File: src/rtl/jtag_mailbox_sys_side.sv
// jtag_mailbox_sys_side
//   System-clock side of the JTAG mailbox. It terminates the toggle handshakes
//   driven by the JTAG data-register block:
//     - Inbound JTAG requests are buffered in a request FIFO and offered to the
//       system as a valid/ready stream.
//     - System responses are buffered in a response FIFO and published to the
//       JTAG side one word at a time. The word is loaded first and the toggle
//       moves one cycle later.
//     - Occupancy counts are exported for the JTAG NUM_REQUEST/NUM_RESPONSE reads.
//
// Ports
//   clk, rstnn            system clock, asynchronous active-low reset
//   jtag_req_toggle       async, flips once per new JTAG request
//   jtag_req_data         async, stable while a request toggle is pending
//   jtag_req_ack_toggle   last accepted jtag_req_toggle value
//   num_request           request FIFO occupancy, zero-extended
//   jtag_rsp_toggle       flips once per published response
//   jtag_rsp_data         published response word
//   jtag_rsp_ack_toggle   async, JTAG copy of jtag_rsp_toggle once consumed
//   num_response          response FIFO occupancy plus the outstanding word
//   sys_req_valid/data/ready   request stream towards the system
//   sys_rsp_valid/data/ready   response stream from the system
module jtag_mailbox_sys_side #(
  parameter int unsigned BW_DATA   = 32,
  parameter int unsigned DEPTH_REQ = 4,
  parameter int unsigned DEPTH_RSP = 4,
  parameter int unsigned BW_COUNT  = 32
) (
  input  logic                clk,
  input  logic                rstnn,
  input  logic                jtag_req_toggle,
  input  logic [BW_DATA-1:0]  jtag_req_data,
  output logic                jtag_req_ack_toggle,
  output logic [BW_COUNT-1:0] num_request,
  output logic                jtag_rsp_toggle,
  output logic [BW_DATA-1:0]  jtag_rsp_data,
  input  logic                jtag_rsp_ack_toggle,
  output logic [BW_COUNT-1:0] num_response,
  output logic                sys_req_valid,
  output logic [BW_DATA-1:0]  sys_req_data,
  input  logic                sys_req_ready,
  input  logic                sys_rsp_valid,
  input  logic [BW_DATA-1:0]  sys_rsp_data,
  output logic                sys_rsp_ready
);

  localparam int unsigned AW_REQ = $clog2(DEPTH_REQ);
  localparam int unsigned AW_RSP = $clog2(DEPTH_RSP);
  localparam logic [AW_REQ:0] REQ_FULL_COUNT = DEPTH_REQ[AW_REQ:0];
  localparam logic [AW_RSP:0] RSP_FULL_COUNT = DEPTH_RSP[AW_RSP:0];

  typedef enum logic [1:0] {
    PUB_IDLE,
    PUB_LOAD,
    PUB_WAIT_ACK
  } pub_state_t;

  // ---------------------------------------------------------------------------
  // Toggle synchronizers
  // ---------------------------------------------------------------------------
  logic req_sync1, req_sync2;
  logic ack_sync1, ack_sync2;

  always_ff @(posedge clk or negedge rstnn) begin
    if (!rstnn) begin
      req_sync1 <= 1'b0;
      req_sync2 <= 1'b0;
      ack_sync1 <= 1'b0;
      ack_sync2 <= 1'b0;
    end else begin
      req_sync1 <= jtag_req_toggle;
      req_sync2 <= req_sync1;
      ack_sync1 <= jtag_rsp_ack_toggle;
      ack_sync2 <= ack_sync1;
    end
  end

  // ---------------------------------------------------------------------------
  // Request FIFO
  // ---------------------------------------------------------------------------
  logic [BW_DATA-1:0] req_mem [DEPTH_REQ];
  logic [AW_REQ-1:0]  req_wr_ptr, req_rd_ptr;
  logic [AW_REQ:0]    req_count;
  logic               req_full, req_empty, req_pending, req_push, req_pop;

  assign req_full    = (req_count == REQ_FULL_COUNT);
  assign req_empty   = (req_count == '0);
  assign req_pending = (req_sync2 != jtag_req_ack_toggle);
  assign req_pop     = sys_req_valid & sys_req_ready;
  // A full FIFO still accepts when the head leaves in the same cycle; otherwise
  // the ack is withheld so the JTAG side sees busy and nothing is dropped.
  assign req_push    = req_pending & (~req_full | req_pop);

  assign sys_req_valid = ~req_empty;
  assign sys_req_data  = req_mem[req_rd_ptr];
  assign num_request   = BW_COUNT'(req_count);

  always_ff @(posedge clk) begin
    if (req_push) req_mem[req_wr_ptr] <= jtag_req_data;
  end

  always_ff @(posedge clk or negedge rstnn) begin
    if (!rstnn) begin
      req_wr_ptr          <= '0;
      req_rd_ptr          <= '0;
      req_count           <= '0;
      jtag_req_ack_toggle <= 1'b0;
    end else begin
      if (req_push) begin
        req_wr_ptr          <= req_wr_ptr + AW_REQ'(1);
        jtag_req_ack_toggle <= req_sync2;
      end
      if (req_pop) req_rd_ptr <= req_rd_ptr + AW_REQ'(1);
      if (req_push && !req_pop)      req_count <= req_count + (AW_REQ+1)'(1);
      else if (!req_push && req_pop) req_count <= req_count - (AW_REQ+1)'(1);
    end
  end

  // ---------------------------------------------------------------------------
  // Response FIFO
  // ---------------------------------------------------------------------------
  logic [BW_DATA-1:0] rsp_mem [DEPTH_RSP];
  logic [AW_RSP-1:0]  rsp_wr_ptr, rsp_rd_ptr;
  logic [AW_RSP:0]    rsp_count;
  logic               rsp_empty, rsp_push, rsp_pop;

  assign rsp_empty     = (rsp_count == '0);
  assign sys_rsp_ready = (rsp_count != RSP_FULL_COUNT);
  assign rsp_push      = sys_rsp_valid & sys_rsp_ready;

  always_ff @(posedge clk) begin
    if (rsp_push) rsp_mem[rsp_wr_ptr] <= sys_rsp_data;
  end

  always_ff @(posedge clk or negedge rstnn) begin
    if (!rstnn) begin
      rsp_wr_ptr <= '0;
      rsp_rd_ptr <= '0;
      rsp_count  <= '0;
    end else begin
      if (rsp_push) rsp_wr_ptr <= rsp_wr_ptr + AW_RSP'(1);
      if (rsp_pop)  rsp_rd_ptr <= rsp_rd_ptr + AW_RSP'(1);
      if (rsp_push && !rsp_pop)      rsp_count <= rsp_count + (AW_RSP+1)'(1);
      else if (!rsp_push && rsp_pop) rsp_count <= rsp_count - (AW_RSP+1)'(1);
    end
  end

  // ---------------------------------------------------------------------------
  // Publish FSM: data-then-toggle, one word outstanding at a time
  // ---------------------------------------------------------------------------
  pub_state_t pub_state, pub_next;
  logic       rsp_toggle_flip;

  always_ff @(posedge clk or negedge rstnn) begin
    if (!rstnn) pub_state <= PUB_IDLE;
    else        pub_state <= pub_next;
  end

  always_comb begin
    pub_next        = pub_state;
    rsp_pop         = 1'b0;
    rsp_toggle_flip = 1'b0;
    unique case (pub_state)
      PUB_IDLE: begin
        if (!rsp_empty) begin
          rsp_pop  = 1'b1;
          pub_next = PUB_LOAD;
        end
      end
      PUB_LOAD: begin
        rsp_toggle_flip = 1'b1;
        pub_next        = PUB_WAIT_ACK;
      end
      PUB_WAIT_ACK: begin
        if (ack_sync2 == jtag_rsp_toggle) pub_next = PUB_IDLE;
      end
      default: pub_next = PUB_IDLE;
    endcase
  end

  always_ff @(posedge clk or negedge rstnn) begin
    if (!rstnn) begin
      jtag_rsp_data   <= '0;
      jtag_rsp_toggle <= 1'b0;
    end else begin
      if (rsp_pop)         jtag_rsp_data   <= rsp_mem[rsp_rd_ptr];
      if (rsp_toggle_flip) jtag_rsp_toggle <= ~jtag_rsp_toggle;
    end
  end

  // The popped word stays counted until the JTAG side acknowledges it.
  assign num_response = BW_COUNT'(rsp_count) + BW_COUNT'(pub_state != PUB_IDLE);

endmodule

File: config.mk
export PLATFORM = sky130hd
export DESIGN_NAME = jtag_mailbox_sys_side
export DESIGN_NICKNAME = d
export VERILOG_FILES = /design/src/rtl/jtag_mailbox_sys_side.sv
export SDC_FILE = /design/constraint.sdc
export NUM_CORES = 1
export LEC_CHECK = 0
export CAP_MARGIN = 20
export CORE_AREA = 4 4 207 209
export DETAILED_ROUTE_END_ITERATION = 8
export DIE_AREA = 0 0 211 213
export SYNTH_ARGS = -nofsm -noshare
export SYNTH_HDL_FRONTEND = slang
export SYNTH_SLANG_ARGS = --single-unit
export TNS_END_PERCENT = 5
File: constraint.sdc
create_clock -name clk -period 5.7 [get_ports clk]
set_input_delay 1.14 -clock clk [delete_from_list [all_inputs] [get_ports clk]]
set_output_delay 1.14 -clock clk [all_outputs]
set_load 0.03 [all_outputs]
==> out/results.txt, run 1 <==
Die Area: 44900 sq um
Placed insts: 1214
Core box area: 40800 sq um
Utilization after layout: 37.1%
Worst-path cell chain: buf_4 -> mux4_2 -> clkdlybuf4s50_1
Hold Buf Count CTS: 0
CP Launch Type: flop
Filler cell count: 3765
Vias: 5433
Top Ports: 202
Clk sink count: 310
Global route total overflow: 0
Layout Area Growth over Synthesis: 24.6%
Critical path's slowest cell: dfrtp_2
CTS root buf: clkbuf_16
Initial DRC Count: 239
Endpoints failing hold: 0
FP Rows: 74
Antenna fix cells: 0
Vias in the first global route: 5844
Total Routing Usage GR: 10.4%
Fin crit share: 71.0%
Worst Tran Pin Value: 994 ps
Outcome: finished clean
Fmax achieved: 247 MHz
Synthesized area per cell: 22.0 sq um
Drt first pass iters: 5
Nets: 804
WL final: 23600 um
Synth cell types: 30
# DRC: 0
Vias per cell: 4.25
Initial core utilization: 29.7%
Max-slew headroom: 33.7%
Worst hold path type: flop to flop
P per Cell Area: 592 nW/um^2
Top FF cell, synth: edfxtp_1
Clk Latency, worst-skew pair: 530 ps
Gpl congestion: 0.691
Mapped Area: 12100 sq um
Ys async rst share: 17.4%
Post-CTS setup buffer count: 0
Final hold slack: 356 ps
Final ANT Viol Nets: 0
Kind of critical path: flop to output pin
Share of layout cells above drive strength 1: 22.9%
Max Root-Sink Buffers: 3
Mapped Cells: 553
Die X: 211 um
H-tree levels: 2
Final Setup Violations: 0
Warnings from Yosys: 0
Max_cap viols: 0
Setup TNS: 0 ps
Post-DP HPWL: 14300 um
Fin cells: 1279
Clk slew on worst S/H paths: 60 ps
Crit path DAT: 2910 ps
Setup crit end kind: output pin
Crit path max fanout: 20
Antenna violations before repair: 0
Data required, critical path: 4560 ps
Minimum clock period: 4050 ps
PortBufs: 144
Register area share after synthesis: 74.4%
Skew final: 15.0 ps
Pin count of the biggest net entering global routing: 55
Overall power: 8.95 mW
Worst VDD drop: 0.348 mV
Yosys reg bits: 310
Die H: 213 um
Post-CTS sizing: 0
Critical path's largest stage delay: 810 ps
RSZ-0062 raised after global routing: false
Final Max Tran Viols: 0
CTS tree: done
Post-synth EDFFs: 256
WL per Instance: 18.5 um
First-pass GRT wire length: 35700 um
CTS Buf Count: 36
Pleak: 5.30 nW
[power by group]
group | switching, mW | internal (mW) | leakage [nW] | total [mW]
Combinational | 1.72 | 1.52 | 1.72 | 3.23
Sequential | 0.289 | 3.09 | 2.98 | 3.38
Clock | 0.876 | 1.46 | 0.594 | 2.34
[Yosys cell counts (5+ instances only)]
master	number	area, sq um
edfxtp_1	256	7690
mux4_2	60	1350
buf_4	58	435
dfrtp_1	54	1350
mux2_4	28	420
ha_1	12	150
mux2_2	9	101
xnor2_1	9	78.8
and2_1	8	50.1
inv_1	8	30.0
buf_2	7	35.0
xor2_1	7	61.3
clkbuf_1	5	18.8
nor2_1	5	18.8
[cells by family after synthesis]
kind of cell	Yosys count	synth area share, %
buffers and inverters	85	5.14
other	1	0.0309
AOI/OAI and AO/OA	2	0.134
adders and majority gates	14	1.57
xor gates and xnor gates	16	1.15
and+or+nand+nor	24	1.24
DFF	310	74.4
muxes	101	16.3
[layer usage]
layer | global-route usage (%) | vias to the layer above | part of all wire [%]
li1 | - | 2405 | -
met1 | 13.2 | 2808 | 41
met2 | 17.0 | 185 | 49
met3 | 3.47 | 35 | 7.7
met4 | 3.44 | 0 | 2.0
met5 | 0 | - | 0
[critical path, delay by kind of cell (launching register included)]
kind | cells | cell delay [ps]
flip-flops | 1 | 810
multiplexers | 1 | 550
buffers and inverters | 2 | 1020
[placed cells by master (no fill, tap or decap), types with 4 or more instances in the layout]
master,n
and2_2,8
inv_1,8
clkbuf_1,10
mux2_4,28
conb_1,57
buf_4,6
mux4_1,4
bufinv_16,5
xnor2_1,9
ha_1,12
clkbuf_16,37
mux4_2,60
clkdlybuf4s50_1,143
clkinv_2,5
dfrtp_1,52
nor2_1,5
xor2_1,7
mux2_2,9
edfxtp_1,256
[registers in the layout, indices dropped and copies added (netlist names), 2 cells and up]
| signal | count |
|---|---|
| req_mem | 128 |
| rsp_mem | 128 |
| jtag_rsp_data | 32 |
| req_count | 3 |
| rsp_count | 3 |
| pub_state | 2 |
| req_rd_ptr | 2 |
| req_wr_ptr | 2 |
| rsp_rd_ptr | 2 |
| rsp_wr_ptr | 2 |
[final cells by class]
cell class | count | area, sq um | share of cell area [%]
clock buffers | 50 | 1000 | 6.64
clock inverters | 15 | 213 | 1.41
inverters | 8 | 30.0 | 0.198
multi-input cells | 214 | 2700 | 17.8
flip-flops and latches | 310 | 9040 | 59.7
well taps | 532 | 666 | 4.40
repair buffers | 150 | 1480 | 9.79
[final timing paths]
kind | startpoint | end | slack [ps] | depth (start not counted)
max | req_rd_ptr[0] | sys_req_data[3] | 1650 | 3
min | ack_sync1 | ack_sync2 | 360 | 0
max reg2reg | req_count[0] | req_count[1] | 3440 | 6
min reg2reg | ack_sync1 | ack_sync2 | 360 | 0
max in group asynchronous | rstnn | req_rd_ptr[0] | 4320 | 2
min in group asynchronous | rstnn | jtag_rsp_data[22] | 810 | 2
[per-stage QoR]
stage               setup slack (ps)  instance area [sq um]
floorplan                       2960                  12400
global placement                2140                  13900
detailed placement              2100                  13900
CTS                             1520                  15100
global route                    1410                  15100
finish                          1650                  15100
(Power assumes the default switching activity.)
==> inputs of run 2 (changes only) <==
==> constraint.sdc (replaced) <==
create_clock -name clk -period 3.6 [get_ports clk]
set_input_delay 0.72 -clock clk [delete_from_list [all_inputs] [get_ports clk]]
set_output_delay 0.72 -clock clk [all_outputs]
set_load 0.03 [all_outputs]
==> out/results.txt, run 2 (synthesis results as in run 1) <==
Outcome: finished clean (unchanged)
Antenna violations before repair: 1 (was 0)
Global route total overflow: 0 (unchanged)
Regs by FF count: req_mem (128), rsp_mem (128), jtag_rsp_data (32) (unchanged)
Gpl congestion: 0.663 (was 0.691)
Post-CTS setup buffer count: 0 (unchanged)
Initial core utilization: 29.7% (unchanged)
Clk slew on worst S/H paths: 60 ps (about the same)
Core box area: 40800 sq um (unchanged)
Skew final: 16.3 ps (was 15.0 ps)
Setup ws final: 469 ps (was 1650 ps)
Top Ports: 202 (unchanged)
Vias: 5414 (was 5433)
Clk Latency, worst-skew pair: 520 ps (was 530 ps)
Most frequent cells in the layout: 256 x edfxtp_1, 143 x clkdlybuf4s50_1, 60 x mux4_2, 57 x conb_1, 52 x dfrtp_1 (unchanged)
WL final: 23600 um (about the same)
Nets: 813 (was 804)
Clk sink count: 310 (unchanged)
Overall power: 14.1 mW (was 8.95 mW)
Crit path DAT: 2410 ps (was 2910 ps)
Data required, critical path: 2880 ps (was 4560 ps)
Share of layout cells above drive strength 1: 23.3% (was 22.9%)
Pin count of the biggest net entering global routing: 35 (was 55)
Die Area: 44900 sq um (unchanged)
Die X: 211 um (unchanged)
Post-DP HPWL: 14100 um (was 14300 um)
Clock power frac: 25.0% (was 26.1%)
Switching part of the total power: 32.4% (was 32.2%)
Layout Area Growth over Synthesis: 25.0% (was 24.6%)
Initial DRC Count: 224 (was 239)
CTS root buf: clkbuf_16 (unchanged)
Setup TNS: 0 ps (unchanged)
Die H: 213 um (unchanged)
Utilization after layout: 37.2% (was 37.1%)
Total Routing Usage GR: 10.6% (was 10.4%)
PortBufs: 144 (unchanged)
Logic pwr share: 37.4% (was 36.1%)
Internal power: 9.52 mW (was 6.07 mW)
Max_cap viols: 0 (unchanged)
CP Launch Type: flop (unchanged)
Hold Buf Count CTS: 0 (unchanged)
Kind of critical path: flop to output pin (unchanged)
Pleak: 5.33 nW (was 5.30 nW)
Most common cell after layout, fill and taps aside: edfxtp_1 (unchanged)
Filler cell count: 3748 (was 3765)
First-pass GRT wire length: 36200 um (was 35700 um)
Final Max Tran Viols: 0 (unchanged)
Flop pwr share: 37.6% (was 37.8%)
Fin crit share: 87.0%
Endpoints failing hold: 0 (unchanged)
# DRC: 0 (unchanged)
Crit path max fanout: 4 (was 20)
Worst Tran Pin Value: 714 ps (was 994 ps)
Drt first pass iters: 4 (was 5)
P per Cell Area: 928 nW/um^2 (was 592 nW/um^2)
RSZ-0062 raised after global routing: false (unchanged)
CTS Buf Count: 36 (unchanged)
WL per Instance: 18.4 um (was 18.5 um)
Worst VDD drop: 0.508 mV (was 0.348 mV)
Vias per cell: 4.20 (was 4.25)
Max-slew headroom: 52.4% (was 33.7%)
Fmax achieved: 319 MHz
H-tree levels: 2 (unchanged)
Post-CTS sizing: 0 (unchanged)
Final ANT Viol Nets: 0 (unchanged)
Setup WS pre-CTS: 672 ps (was 2100 ps)
Minimum clock period: 3130 ps
Worst hold path type: input port to asynchronous set/reset pin (was flop to flop)
Final Setup Violations: 0 (unchanged)
Max Root-Sink Buffers: 3 (unchanged)
Vias in the first global route: 6008 (was 5844)
Net Switching: 4.57 mW (was 2.88 mW)
FP Rows: 74 (unchanged)
CTS tree: done (unchanged)
Setup crit end kind: output pin (unchanged)
[run 2: cell types whose count changed in the layout (fill, tap and decap cells not counted), moves of 2 or more]
cell and delta:
buf_4 +6, buf_12 +3, clkinv_1 +3, bufinv_16 -2
[run 2: worst paths after layout]
check | endpoint | cells past startpoint | slack, ps | start
min in group clk | req_sync2 | 0 | 370 | req_sync1
max reg2reg | req_count[1] | 6 | 1370 | req_count[0]
min | ack_sync1 | 1 | 50 | rstnn
max | num_response[2] | 6 | 470 | pub_state[1]
min reg2reg | req_sync2 | 0 | 370 | req_sync1
max in group asynchronous | rsp_rd_ptr[0] | 2 | 2860 | rstnn
[run 2: worst max-delay path: stages (launching register included)]
cell and delay, ps:
dfrtp_1 420, nor2_1 150, inv_1 60, ha_1 200, ha_1 200, xor2_1 160
clkdlybuf4s50_1 700
[run 2: power groups by stage]
stage          logic (mW)  clock network, mW  registers [mW]
6_report             5.27               3.52            5.30
5_1_grt              5.66               3.81            5.41
3_3_place_gp         5.37                  0            5.35
3_5_place_dp         5.42                  0            5.38
2_1_floorplan        3.33                  0            5.63
4_1_cts              5.42               3.66            5.32
[run 2: per-stage QoR]
| stage | hold WS [ps] | cell area [sq um] | std cells |
|---|---|---|---|
| floorplan | 331 | 12400 | 609 |
| global placement | 332 | 14000 | 1223 |
| global route | 35.6 | 15200 | 1287 |
| finish | 52.1 | 15200 | 1288 |
| detailed placement | 340 | 14000 | 1223 |
| CTS | 23.4 | 15200 | 1287 |
[run 2: cell type report]
class / instances / area (sq um) / share of cell area (%)
clock buffers: 49 / 991 / 6.53
clock inverters: 15 / 160 / 1.06
inverters: 8 / 30.0 / 0.198
flip-flops and latches: 310 / 9040 / 59.6
diodes: 1 / 2.50 / 0.0165
multi-input cells: 214 / 2700 / 17.8
well taps: 532 / 666 / 4.39
repair buffers: 159 / 1590 / 10.5
[run 2: per-layer routing]
layer  track usage (%)  vias to the layer above  part of all wire [%]
met4              3.47                        0                   2.0
met5                 0                        -                     0
met1              13.0                     2786                    40
li1                  -                     2430                     -
met2              17.6                      158                    50
met3              3.81                       40                   8.4
==> inputs of run 3 (changes only) <==
--- a/config.mk
+++ b/config.mk
@@ -6,9 +6,10 @@
 export NUM_CORES = 1
 export LEC_CHECK = 0
 export CAP_MARGIN = 20
-export CORE_AREA = 4 4 207 209
+export CORE_AREA = 4 4 246 176
 export DETAILED_ROUTE_END_ITERATION = 8
-export DIE_AREA = 0 0 211 213
+export DIE_AREA = 0 0 250 180
+export PLACE_DENSITY_LB_ADDON = 0.2
 export SYNTH_ARGS = -nofsm -noshare
 export SYNTH_HDL_FRONTEND = slang
 export SYNTH_SLANG_ARGS = --single-unit
==> out/results.txt, run 3 (synthesis results as in run 1) <==
Fmax achieved: 323 MHz (was 319 MHz)
CTS tree: done (unchanged)
Core box area: 40700 sq um (was 40800 sq um)
Antenna fix cells: 0 (was 1)
FP Rows: 62 (was 74)
Gpl congestion: 0.717 (was 0.663)
Clk slew on worst S/H paths: 60 ps (about the same)
Total Routing Usage GR: 11.1% (was 10.6%)
Clk sink count: 310 (unchanged)
Regs by FF count: req_mem (128), rsp_mem (128), jtag_rsp_data (32) (unchanged)
Max Root-Sink Buffers: 3 (unchanged)
Worst VDD drop: 0.410 mV (was 0.508 mV)
Max-slew headroom: 40.0% (was 52.4%)
Post-CTS sizing: 0 (unchanged)
Pin count of the biggest net entering global routing: 35 (unchanged)
Minimum clock period: 3100 ps (was 3130 ps)
H-tree levels: 2 (unchanged)
# DRC: 0 (unchanged)
Initial DRC Count: 270 (was 224)
Layout Area Growth over Synthesis: 24.6% (was 25.0%)
WL per Instance: 19.3 um (was 18.4 um)
Final Max Tran Viols: 0 (unchanged)
Cell area after layout: 15100 sq um (was 15200 sq um)
Share of layout cells above drive strength 1: 22.8% (was 23.3%)
Pleak: 5.30 nW (was 5.33 nW)
Setup TNS: 0 ps (unchanged)
CP Launch Type: flop (unchanged)
Nets: 814 (was 813)
RSZ-0062 raised after global routing: false (unchanged)
Overall power: 14.0 mW (was 14.1 mW)
Vias: 5449 (was 5414)
Most frequent cells in the layout: 256 x edfxtp_1, 143 x clkdlybuf4s50_1, 60 x mux4_2, 57 x conb_1, 52 x dfrtp_1 (unchanged)
Die Area: 45000 sq um (was 44900 sq um)
Die H: 180 um (was 213 um)
Worst hold path type: input port to asynchronous set/reset pin (unchanged)
WL final: 25100 um (was 23600 um)
Global route total overflow: 0 (unchanged)
Crit path max fanout: 4 (unchanged)
Vias in the first global route: 6216 (was 6008)
Critical path's largest stage delay: 690 ps (was 700 ps)
CTS Buf Count: 34 (was 36)
Drt first pass iters: 4 (unchanged)
Final ANT Viol Nets: 0 (unchanged)
Max_cap viols: 0 (unchanged)
Hold Buf Count CTS: 0 (unchanged)
Setup crit end kind: output pin (unchanged)
CP most frequent cell: ha_1 (unchanged)
Worst-path cell chain: nor2_1 -> inv_1 -> ha_1 -> ha_1 -> xor2_1 -> clkdlybuf4s50_1 (unchanged)
Data required, critical path: 2880 ps (about the same)
Endpoints failing hold: 0 (unchanged)
Post-CTS setup buffer count: 0 (unchanged)
Critical path's slowest cell: clkdlybuf4s50_1 (unchanged)
Clk Latency, worst-skew pair: 510 ps (was 520 ps)
Vias per cell: 4.19 (was 4.20)
Outcome: finished clean (unchanged)
Fin crit share: 86.1% (was 87.0%)
Die X: 250 um (was 211 um)
CTS root buf: clkbuf_16 (unchanged)
Worst Tran Pin Value: 900 ps (was 714 ps)
Initial core utilization: 29.8% (was 29.7%)
Kind of critical path: flop to output pin (unchanged)
Crit path DAT: 2380 ps (was 2410 ps)
Antenna violations before repair: 0 (was 1)
P per Cell Area: 925 nW/um^2 (was 928 nW/um^2)
Skew final: 18.7 ps (was 16.3 ps)
First-pass GRT wire length: 38900 um (was 36200 um)
Most common cell after layout, fill and taps aside: edfxtp_1 (unchanged)
Top Ports: 202 (unchanged)
PortBufs: 144 (unchanged)
Final Setup Violations: 0 (unchanged)
Placed instance area: 14000 sq um (about the same)
Post-DP HPWL: 16100 um (was 14100 um)
Filler cell count: 3723 (was 3748)
[run 3: cell count changes in the layout (fill, tap and decap cells not counted), sizes merged]
cell,before,now
clkbuf,49,47
clkinvlp,0,1
clkinv,10,8
buf,16,19
diode,1,0
[run 3: worst paths after layout]
path | startpoint | to | slack, ps | cells after the start
max in group asynchronous | rstnn | req_rd_ptr[0] | 2770 | 2
max reg2reg | req_count[1] | req_count[1] | 1310 | 6
min reg2reg | req_sync1 | req_sync2 | 350 | 0
max | pub_state[1] | num_response[2] | 500 | 6
min | rstnn | jtag_rsp_data[12] | 110 | 1
min in group clk | req_sync1 | req_sync2 | 350 | 0
[run 3: layout make-up]
| class | instances | area (sq um) | area share (%) |
|---|---|---|---|
| flip-flops and latches | 310 | 9040 | 59.8 |
| multi-input cells | 214 | 2690 | 17.8 |
| repair buffers | 162 | 1580 | 10.5 |
| clock buffers | 47 | 951 | 6.29 |
| well taps | 544 | 681 | 4.50 |
| clock inverters | 14 | 149 | 0.984 |
| inverters | 8 | 30.0 | 0.198 |
[run 3: report_power, final]
| group | switching [mW] | leakage [nW] | internal (mW) |
|---|---|---|---|
| clock | 1.34 | 0.535 | 2.07 |
| combinational | 2.76 | 1.79 | 2.47 |
| sequential | 0.476 | 2.98 | 4.88 |
[run 3: routing by layer]
metal / track usage (%) / up-vias / part of all wire [%]
met5: 0 / - / 0
met4: 3.13 / 0 / 2.1
met3: 2.40 / 42 / 3.6
met2: 19.7 / 92 / 53
li1: - / 2420 / -
met1: 13.8 / 2895 / 42
[run 3: through the flow]
| stage | std cells | util (%) | setup slack, ps | hold WS, ps |
|---|---|---|---|---|
| 4_1_cts | 1299 | 37.1 | 425 | 90.7 |
| 3_5_place_dp | 1238 | 34.4 | 619 | 336 |
| 3_3_place_gp | 1238 | 34.4 | 696 | 342 |
| 6_report | 1299 | 37.1 | 500 | 115 |
| 2_1_floorplan | 609 | - | 1280 | 331 |
| 5_1_grt | 1299 | 37.1 | 375 | 107 |
[run 3: critical path: cells and delay by family (launching register included)]
family	cells	cell delay (ps)
DFF	1	430
and+or+nand+nor	1	160
buffers and inverters	2	760
xor gates and xnor gates	1	140
adders and majority gates	2	380
